--- src/rtl/pos_cell_rd_ctrl_if.sv ---
// Bundle of the read-stream client, write client and cell RAM port signals
// seen by pos_cell_rd_ctrl. The controller uses "slave", the environment uses "master".
interface pos_cell_rd_ctrl_if #(
    parameter int DATA_WIDTH = 96,
    parameter int ADDR_WIDTH = 8
);
    logic                  rd_start;
    logic                  rd_stall;
    logic                  rd_busy;
    logic                  rd_valid;
    logic [ADDR_WIDTH-1:0] rd_pid;
    logic [DATA_WIDTH-1:0] rd_pos;
    logic                  rd_done;
    logic                  wr_valid;
    logic [ADDR_WIDTH-1:0] wr_addr;
    logic [DATA_WIDTH-1:0] wr_data;
    logic                  wr_ready;
    logic [ADDR_WIDTH-1:0] cell_count;
    logic                  cnt_err;
    logic [ADDR_WIDTH-1:0] ram_address;
    logic [DATA_WIDTH-1:0] ram_data;
    logic                  ram_rden;
    logic                  ram_wren;
    logic [DATA_WIDTH-1:0] ram_q;

    modport slave (
        input  rd_start, rd_stall, wr_valid, wr_addr, wr_data, ram_q,
        output rd_busy, rd_valid, rd_pid, rd_pos, rd_done, wr_ready,
               cell_count, cnt_err, ram_address, ram_data, ram_rden, ram_wren
    );

    modport master (
        output rd_start, rd_stall, wr_valid, wr_addr, wr_data, ram_q,
        input  rd_busy, rd_valid, rd_pid, rd_pos, rd_done, wr_ready,
               cell_count, cnt_err, ram_address, ram_data, ram_rden, ram_wren
    );
endinterface

--- src/rtl/pos_cell_rd_ctrl.sv ---
// Shares one single-port cell position RAM (2-cycle read latency) between a
// whole-cell read stream and position/count write-back.
module pos_cell_rd_ctrl #(
    parameter int DATA_WIDTH   = 96,
    parameter int ADDR_WIDTH   = 8,
    parameter int PARTICLE_NUM = 220
) (
    input  logic            clk,
    input  logic            rst_n,
    pos_cell_rd_ctrl_if.slave bus
);

    typedef enum logic [2:0] {
        ST_IDLE     = 3'd0,
        ST_RD_CNT   = 3'd1,
        ST_WAIT_CNT = 3'd2,
        ST_STREAM   = 3'd3,
        ST_DRAIN    = 3'd4
    } state_t;

    localparam logic [ADDR_WIDTH-1:0] MAX_CNT = ADDR_WIDTH'(PARTICLE_NUM - 1);
    localparam logic [ADDR_WIDTH-1:0] ZERO_A  = {ADDR_WIDTH{1'b0}};
    localparam logic [ADDR_WIDTH-1:0] ONE_A   = {{(ADDR_WIDTH-1){1'b0}}, 1'b1};
    localparam logic [DATA_WIDTH-1:0] ZERO_D  = {DATA_WIDTH{1'b0}};

    state_t                state_r, next_s;
    logic                  rd_pend_r, rd_pend_next_s;
    logic                  wait_r;
    logic [ADDR_WIDTH-1:0] addr_r;
    logic [ADDR_WIDTH-1:0] count_r;
    logic [ADDR_WIDTH-1:0] cell_count_r;
    logic                  cnt_err_r;
    logic                  v0_r, v1_r, last0_r, last1_r;
    logic [ADDR_WIDTH-1:0] pid0_r, pid1_r;

    logic                  busy_s, start_acc_s, wr_ready_s, wr_acc_s, pend_eff_s;
    logic                  cnt_ret_s, cnt_over_s, issue_s, last_issue_s, zero_done_s;
    logic [ADDR_WIDTH-1:0] raw_cnt_s, cnt_clamp_s;

    // Request bookkeeping, write arbitration and count-return decode.
    always_comb begin
        busy_s       = (state_r != ST_IDLE) || rd_pend_r;
        start_acc_s  = bus.rd_start && !busy_s;
        wr_ready_s   = rst_n && (state_r == ST_IDLE) && !rd_pend_r;
        wr_acc_s     = bus.wr_valid && wr_ready_s;
        pend_eff_s   = rd_pend_r || start_acc_s;
        raw_cnt_s    = bus.ram_q[ADDR_WIDTH-1:0];
        cnt_over_s   = (raw_cnt_s > MAX_CNT);
        cnt_clamp_s  = cnt_over_s ? MAX_CNT : raw_cnt_s;
        cnt_ret_s    = (state_r == ST_WAIT_CNT) && wait_r;
        zero_done_s  = cnt_ret_s && (cnt_clamp_s == ZERO_A);
        issue_s      = (state_r == ST_STREAM) && !bus.rd_stall;
        last_issue_s = issue_s && (addr_r == count_r);
    end

    // Next-state and pending-request update.
    always_comb begin
        next_s         = state_r;
        rd_pend_next_s = rd_pend_r;
        case (state_r)
            ST_IDLE: begin
                // A request arriving this very cycle can launch at once unless a write takes the port.
                if (pend_eff_s && !wr_acc_s) begin
                    next_s         = ST_RD_CNT;
                    rd_pend_next_s = 1'b0;
                end else if (start_acc_s) begin
                    rd_pend_next_s = 1'b1;
                end else begin
                    rd_pend_next_s = rd_pend_r;
                end
            end
            ST_RD_CNT: next_s = ST_WAIT_CNT;
            ST_WAIT_CNT: begin
                if (!wait_r) begin
                    next_s = ST_WAIT_CNT;
                end else if (zero_done_s) begin
                    next_s = ST_IDLE;
                end else begin
                    next_s = ST_STREAM;
                end
            end
            ST_STREAM: begin
                if (last_issue_s) begin
                    next_s = ST_DRAIN;
                end else begin
                    next_s = ST_STREAM;
                end
            end
            ST_DRAIN: begin
                if (v1_r && last1_r) begin
                    next_s = ST_IDLE;
                end else begin
                    next_s = ST_DRAIN;
                end
            end
            default: begin
                next_s         = ST_IDLE;
                rd_pend_next_s = 1'b0;
            end
        endcase
    end

    // State register and count-wait phase.
    always_ff @(posedge clk or negedge rst_n) begin
        if (!rst_n) begin
            state_r   <= ST_IDLE;
            rd_pend_r <= 1'b0;
            wait_r    <= 1'b0;
        end else begin
            state_r   <= next_s;
            rd_pend_r <= rd_pend_next_s;
            wait_r    <= (state_r == ST_WAIT_CNT) && !wait_r;
        end
    end

    // Stream address, latched count, visible cell count and sticky overflow flag.
    always_ff @(posedge clk or negedge rst_n) begin
        if (!rst_n) begin
            addr_r       <= ZERO_A;
            count_r      <= ZERO_A;
            cell_count_r <= ZERO_A;
            cnt_err_r    <= 1'b0;
        end else begin
            if (cnt_ret_s) begin
                count_r <= cnt_clamp_s;
                addr_r  <= ONE_A;
            end else if (issue_s) begin
                addr_r  <= addr_r + ONE_A;
            end else begin
                addr_r  <= addr_r;
            end
            if (wr_acc_s && (bus.wr_addr == ZERO_A)) begin
                cell_count_r <= bus.wr_data[ADDR_WIDTH-1:0];
            end else if (cnt_ret_s) begin
                cell_count_r <= cnt_clamp_s;
            end else begin
                cell_count_r <= cell_count_r;
            end
            cnt_err_r <= cnt_err_r || (cnt_ret_s && cnt_over_s);
        end
    end

    // Two-stage tracker aligned with the RAM read latency; stall never holds it.
    always_ff @(posedge clk or negedge rst_n) begin
        if (!rst_n) begin
            v0_r    <= 1'b0;
            v1_r    <= 1'b0;
            last0_r <= 1'b0;
            last1_r <= 1'b0;
            pid0_r  <= ZERO_A;
            pid1_r  <= ZERO_A;
        end else begin
            v0_r    <= issue_s;
            last0_r <= last_issue_s;
            pid0_r  <= addr_r;
            v1_r    <= v0_r;
            last1_r <= last0_r;
            pid1_r  <= pid0_r;
        end
    end

    // Client-facing outputs.
    always_comb begin
        bus.rd_busy    = busy_s;
        bus.rd_valid   = v1_r;
        bus.rd_pid     = v1_r ? pid1_r : ZERO_A;
        bus.rd_pos     = v1_r ? bus.ram_q : ZERO_D;
        bus.rd_done    = (v1_r && last1_r) || zero_done_s;
        bus.wr_ready   = wr_ready_s;
        bus.cell_count = cell_count_r;
        bus.cnt_err    = cnt_err_r;
    end

    // RAM port drive: writes own the port in IDLE, reads elsewhere.
    always_comb begin
        bus.ram_address = ZERO_A;
        bus.ram_data    = ZERO_D;
        bus.ram_rden    = 1'b0;
        bus.ram_wren    = wr_acc_s;
        case (state_r)
            ST_IDLE: begin
                if (rst_n) begin
                    bus.ram_address = bus.wr_addr;
                    bus.ram_data    = bus.wr_data;
                end else begin
                    bus.ram_address = ZERO_A;
                    bus.ram_data    = ZERO_D;
                end
            end
            ST_RD_CNT: begin
                bus.ram_rden = 1'b1;
            end
            ST_STREAM: begin
                bus.ram_address = addr_r;
                bus.ram_rden    = issue_s;
            end
            default: begin
                bus.ram_address = ZERO_A;
                bus.ram_rden    = 1'b0;
            end
        endcase
    end

endmodule

--- src/flat_wrapper.sv ---
// flat-port wrapper written by rule: the top's interface ports become plain ports
module pos_cell_rd_ctrl_flat 
#(
    parameter int DATA_WIDTH   = 96,
    parameter int ADDR_WIDTH   = 8,
    parameter int PARTICLE_NUM = 220
)
  (clk, rst_n, bus_rd_start, bus_rd_stall, bus_wr_valid, bus_wr_addr, bus_wr_data, bus_ram_q, bus_rd_busy, bus_rd_valid, bus_rd_pid, bus_rd_pos, bus_rd_done, bus_wr_ready, bus_cell_count, bus_cnt_err, bus_ram_address, bus_ram_data, bus_ram_rden, bus_ram_wren);
  pos_cell_rd_ctrl_if #(.DATA_WIDTH(DATA_WIDTH), .ADDR_WIDTH(ADDR_WIDTH)) bus_i ();
  input  logic clk;
  input  logic rst_n;
  input wire logic [$bits(bus_i.rd_start)-1:0] bus_rd_start;
  input wire logic [$bits(bus_i.rd_stall)-1:0] bus_rd_stall;
  input wire logic [$bits(bus_i.wr_valid)-1:0] bus_wr_valid;
  input wire logic [$bits(bus_i.wr_addr)-1:0] bus_wr_addr;
  input wire logic [$bits(bus_i.wr_data)-1:0] bus_wr_data;
  input wire logic [$bits(bus_i.ram_q)-1:0] bus_ram_q;
  output wire logic [$bits(bus_i.rd_busy)-1:0] bus_rd_busy;
  output wire logic [$bits(bus_i.rd_valid)-1:0] bus_rd_valid;
  output wire logic [$bits(bus_i.rd_pid)-1:0] bus_rd_pid;
  output wire logic [$bits(bus_i.rd_pos)-1:0] bus_rd_pos;
  output wire logic [$bits(bus_i.rd_done)-1:0] bus_rd_done;
  output wire logic [$bits(bus_i.wr_ready)-1:0] bus_wr_ready;
  output wire logic [$bits(bus_i.cell_count)-1:0] bus_cell_count;
  output wire logic [$bits(bus_i.cnt_err)-1:0] bus_cnt_err;
  output wire logic [$bits(bus_i.ram_address)-1:0] bus_ram_address;
  output wire logic [$bits(bus_i.ram_data)-1:0] bus_ram_data;
  output wire logic [$bits(bus_i.ram_rden)-1:0] bus_ram_rden;
  output wire logic [$bits(bus_i.ram_wren)-1:0] bus_ram_wren;
  assign bus_i.rd_start = bus_rd_start;
  assign bus_i.rd_stall = bus_rd_stall;
  assign bus_i.wr_valid = bus_wr_valid;
  assign bus_i.wr_addr = bus_wr_addr;
  assign bus_i.wr_data = bus_wr_data;
  assign bus_i.ram_q = bus_ram_q;
  assign bus_rd_busy = bus_i.rd_busy;
  assign bus_rd_valid = bus_i.rd_valid;
  assign bus_rd_pid = bus_i.rd_pid;
  assign bus_rd_pos = bus_i.rd_pos;
  assign bus_rd_done = bus_i.rd_done;
  assign bus_wr_ready = bus_i.wr_ready;
  assign bus_cell_count = bus_i.cell_count;
  assign bus_cnt_err = bus_i.cnt_err;
  assign bus_ram_address = bus_i.ram_address;
  assign bus_ram_data = bus_i.ram_data;
  assign bus_ram_rden = bus_i.ram_rden;
  assign bus_ram_wren = bus_i.ram_wren;
  pos_cell_rd_ctrl #(.DATA_WIDTH(DATA_WIDTH), .ADDR_WIDTH(ADDR_WIDTH), .PARTICLE_NUM(PARTICLE_NUM)) u_core (.clk(clk), .rst_n(rst_n), .bus(bus_i));
endmodule
--- config.mk ---
export PLATFORM = sky130hd
export DESIGN_NAME = pos_cell_rd_ctrl_flat
export DESIGN_NICKNAME = d
export VERILOG_FILES = /design/src/rtl/pos_cell_rd_ctrl_if.sv /design/src/rtl/pos_cell_rd_ctrl.sv /design/src/flat_wrapper.sv
export SDC_FILE = /design/constraint.sdc
export NUM_CORES = 1
export LEC_CHECK = 0
export CAP_MARGIN = 20
export CORE_AREA = 5 5 165 167
export DETAILED_ROUTE_END_ITERATION = 7
export DIE_AREA = 0 0 170 172
export REMOVE_ABC_BUFFERS = 1
export SKIP_LAST_GASP = 1
export SLEW_MARGIN = 20
export SYNTH_ARGS = -nofsm -noshare
export SYNTH_HDL_FRONTEND = slang
export SYNTH_SLANG_ARGS = --single-unit
--- constraint.sdc ---
create_clock -name clk -period 2.15 [get_ports clk]
set_input_delay 0.215 -clock clk [delete_from_list [all_inputs] [get_ports clk]]
set_output_delay 0.215 -clock clk [all_outputs]
set_load 0.05 [all_outputs]
==> flow_summary.ini <==
[logic_synthesis]
ys_types = 38
ys_seq_area_frac = 0.367
synth_area_mm2 = 0.00341
synth_compound_area_frac = 0.0881
synth_xor_area_frac = 0.0334
synthAdderAreaFrac = 0.00367
synth_mux_area_frac = 0.00330
syn_inst = 405
ys_warn_count = 0
synth_top_family_by_area = simple AND/OR/NAND/NOR gates
yosys.area_share.simple = 0.460
ys_ff_latch = 50
post_synth.cell_area_avg_um2 = 8.42

[timing]
setup_violations = 74
fin_skew_ns = 0.00454
worstMarginPinSlew_ns = 0.664
min_period_over_period = 1.02
hold_slack_ns = 0.0646
hold_viol = 0
min_period_ns = 2.19
slew_headroom = 0.557
fmax_mhz = 456
rsz0062_at_grt = yes
slew_violations = 0
layout_setup_ws_ns = -0.0431

[route]
wirelength_um = 24300
drc = 0
wl_per_cell_um = 20.6
vias = 4583
dr.first_iter.drc_count = 116
antenna_left = 0
drtPass1Iterations = 4
vias_per_cell = 3.89

[layout]
final_common_cell = buf_12
drive_gt1_frac = 0.336
finalInstanceArea_mm2 = 0.0106
layout_common_cells = buf_12, clkdlybuf4s50_1, and2_1
fin_nets = 1048
area_growth_syn_to_layout_pct = 211
fillers = 2390

[clock_tree]
path_clk_slew_ns = 0.07
clkSinkCount = 50
cts_hold_buf = 0
clk_latency_ns = 0.29
htree_levels = 2
clk_path_buf_depth = 2
numCtsBuffers = 5
cts_tree = built
cts-root-buf = clkbuf_16

[setup_path]
cp_top_family = simple AND/OR/NAND/NOR gates
cp.required_ns = 1.93
crit_type = register to output port
cp_slowest_cell = dfrtp_2
max_stage_delay_ns = 0.46
arrival_ns = 1.98
crit_top_cell = buf_12
end_kind = output port
worstSetupStartpointType = register
cp_cell_sequence = or2_2, nor3_4, buf_12, buf_12, and2_1, buf_12
cp_max_fo = 24
cp_num_buf_inv = 3

[placed_design]
place_hpwl_um = 21400
io_buffers = 427
post-place-ws_ns = 0.0434
placed_area_mm2 = 0.0104
gp_congestion = 0.838

[global_routing]
grt_pass1_vias = 4921
grt_use_total = 0.159
grt_pass1_wl_um = 34100
antenna_found_initial = 5
grt_max_degree = 51
use_met2 = 0.300
gr-total-overflow = 0
use_met3 = 0.0754
grt_util_met1 = 0.159
busiest_layer = met2

[power]
ir_drop_mv = 0.261
power_density_mw_per_mm2 = 208
p_leak_nw = 4.43

[floorplanning]
top_level_ports = 428
coreArea_mm2 = 0.0256
dieArea_mm2 = 0.0292
chipWidth_um = 170
start_util = 0.133
fp-row-count = 59
die_h_um = 172

[run_status]
violations = setup timing
status = complete, but fails checks

[job]
max_cap_violations = 0

[min_path]
worst_hold_path_type = primary input to asynchronous set/reset pin
-- through the flow --
step / instances / setup TNS (ns) / power, mW / util
2_1_floorplan: 374 / -341.35 / 0.968 / -
3_3_place_gp: 1167 / 0 / 1.39 / 0.404
3_5_place_dp: 1167 / 0 / 1.39 / 0.404
4_1_cts: 1176 / -3.96 / 2.25 / 0.412
5_1_grt: 1179 / -10.31 / 2.31 / 0.414
6_report: 1179 / -1.65 / 2.21 / 0.414
-- worst reg2reg max path: cells and delay by family, from the launching register on --
family / cells / cell delay [ns]
simple gates: 2 / 1.04
compound gates: 1 / 0.13
flops: 1 / 0.46
buf+inv: 1 / 0.25
-- per-layer routing --
| metal | vias to the layer above | share of wire |
|---|---|---|
| met5 | - | 0 |
| met4 | 0 | 0.018 |
| met3 | 20 | 0.13 |
| met2 | 277 | 0.52 |
| met1 | 2103 | 0.33 |
| li1 | 2183 | - |
-- final cells by class --
| type | instances | area, µm² | share of cell area |
|---|---|---|---|
| Antenna cell | 1 | 2.50 | 0.000236 |
| Inverter | 4 | 15.0 | 0.00142 |
| Clock inverter | 3 | 28.8 | 0.00271 |
| Timing Repair Buffer | 461 | 6670 | 0.629 |
| Sequential cell | 50 | 1250 | 0.118 |
| Tap cell | 335 | 419 | 0.0395 |
| Multi-Input combinational cell | 320 | 2090 | 0.197 |
| Clock buffer | 5 | 125 | 0.0118 |
-- sequential cells by signal (all words and copies together), names as in the netlist --
signal                 cells
u_core.addr_r              8
u_core.bus.cell_count      8
u_core.count_r             8
u_core.pid0_r              8
u_core.pid1_r              8
u_core.state_r             3
u_core.bus.cnt_err         1
u_core.bus.rd_valid        1
u_core.last0_r             1
u_core.last1_r             1
u_core.rd_pend_r           1
u_core.v0_r                1
u_core.wait_r              1
-- cell usage after synthesis (all sizes together) --
library cell | instances | area, µm²
a22o | 8 | 70.1
a21oi | 4 | 20.0
a21o | 2 | 15.0
o21ai | 12 | 60.1
inv | 4 | 15.0
nor4 | 5 | 46.3
o2bb2ai | 1 | 8.76
clkbuf | 26 | 105
nor3 | 2 | 10.0
nand2 | 27 | 101
a31oi | 1 | 6.26
ha | 1 | 12.5
buf | 5 | 31.3
or4 | 3 | 22.5
and3 | 5 | 31.3
dfrtp | 50 | 1250
o22ai | 5 | 31.3
a22oi | 1 | 7.51
a211oi | 2 | 15.0
and2 | 200 | 1250
o22a | 4 | 35.0
nor2 | 8 | 30.0
nand4 | 4 | 25.0
a2111oi | 1 | 8.76
nand3 | 2 | 10.0
or2 | 1 | 6.26
xor2 | 12 | 105
nor4b | 1 | 8.76
mux2 | 1 | 11.3
nor4bb | 2 | 20.0
a21boi | 2 | 15.0
xnor2 | 1 | 8.76
o21bai | 1 | 7.51
or3 | 1 | 6.26
-- cell families after synthesis --
logic type | count (synthesis)
adders and majority gates | 1
AOI/OAI and AO/OA | 44
xor gates and xnor gates | 13
and+or+nand+nor | 261
muxes | 1
DFF | 50
buffers and inverters | 35
-- power by group --
| part | total (mW) | internal [mW] | switching [mW] |
|---|---|---|---|
| registers | 0.940 | 0.940 | 0.0000623 |
| clock network | 0.834 | 0.445 | 0.389 |
| logic | 0.434 | 0.332 | 0.103 |
-- worst paths after layout --
check / startpoint / end / slack, ns / cells past startpoint
hold / removal: rst_n / u_core.pid1_r[7] / 0.06 / 2
setup reg to reg: u_core.state_r[1] / u_core.bus.cell_count[7] / 0.15 / 4
hold reg to reg: u_core.pid0_r[2] / u_core.pid1_r[2] / 0.35 / 0
min in group clk: u_core.pid0_r[2] / u_core.pid1_r[2] / 0.35 / 0
setup / recovery: u_core.state_r[1] / bus_ram_data[83] / -0.04 / 6
max in group asynchronous: rst_n / u_core.bus.rd_valid / 1.58 / 2
-- what timing repair did --
action	4_1_cts	5_1_grt
gates resized for setup	14	9
setup endpoints to repair	93	94
setup buffers	1	2
cloned	0	0
Power figures use the tool's default switching activity.
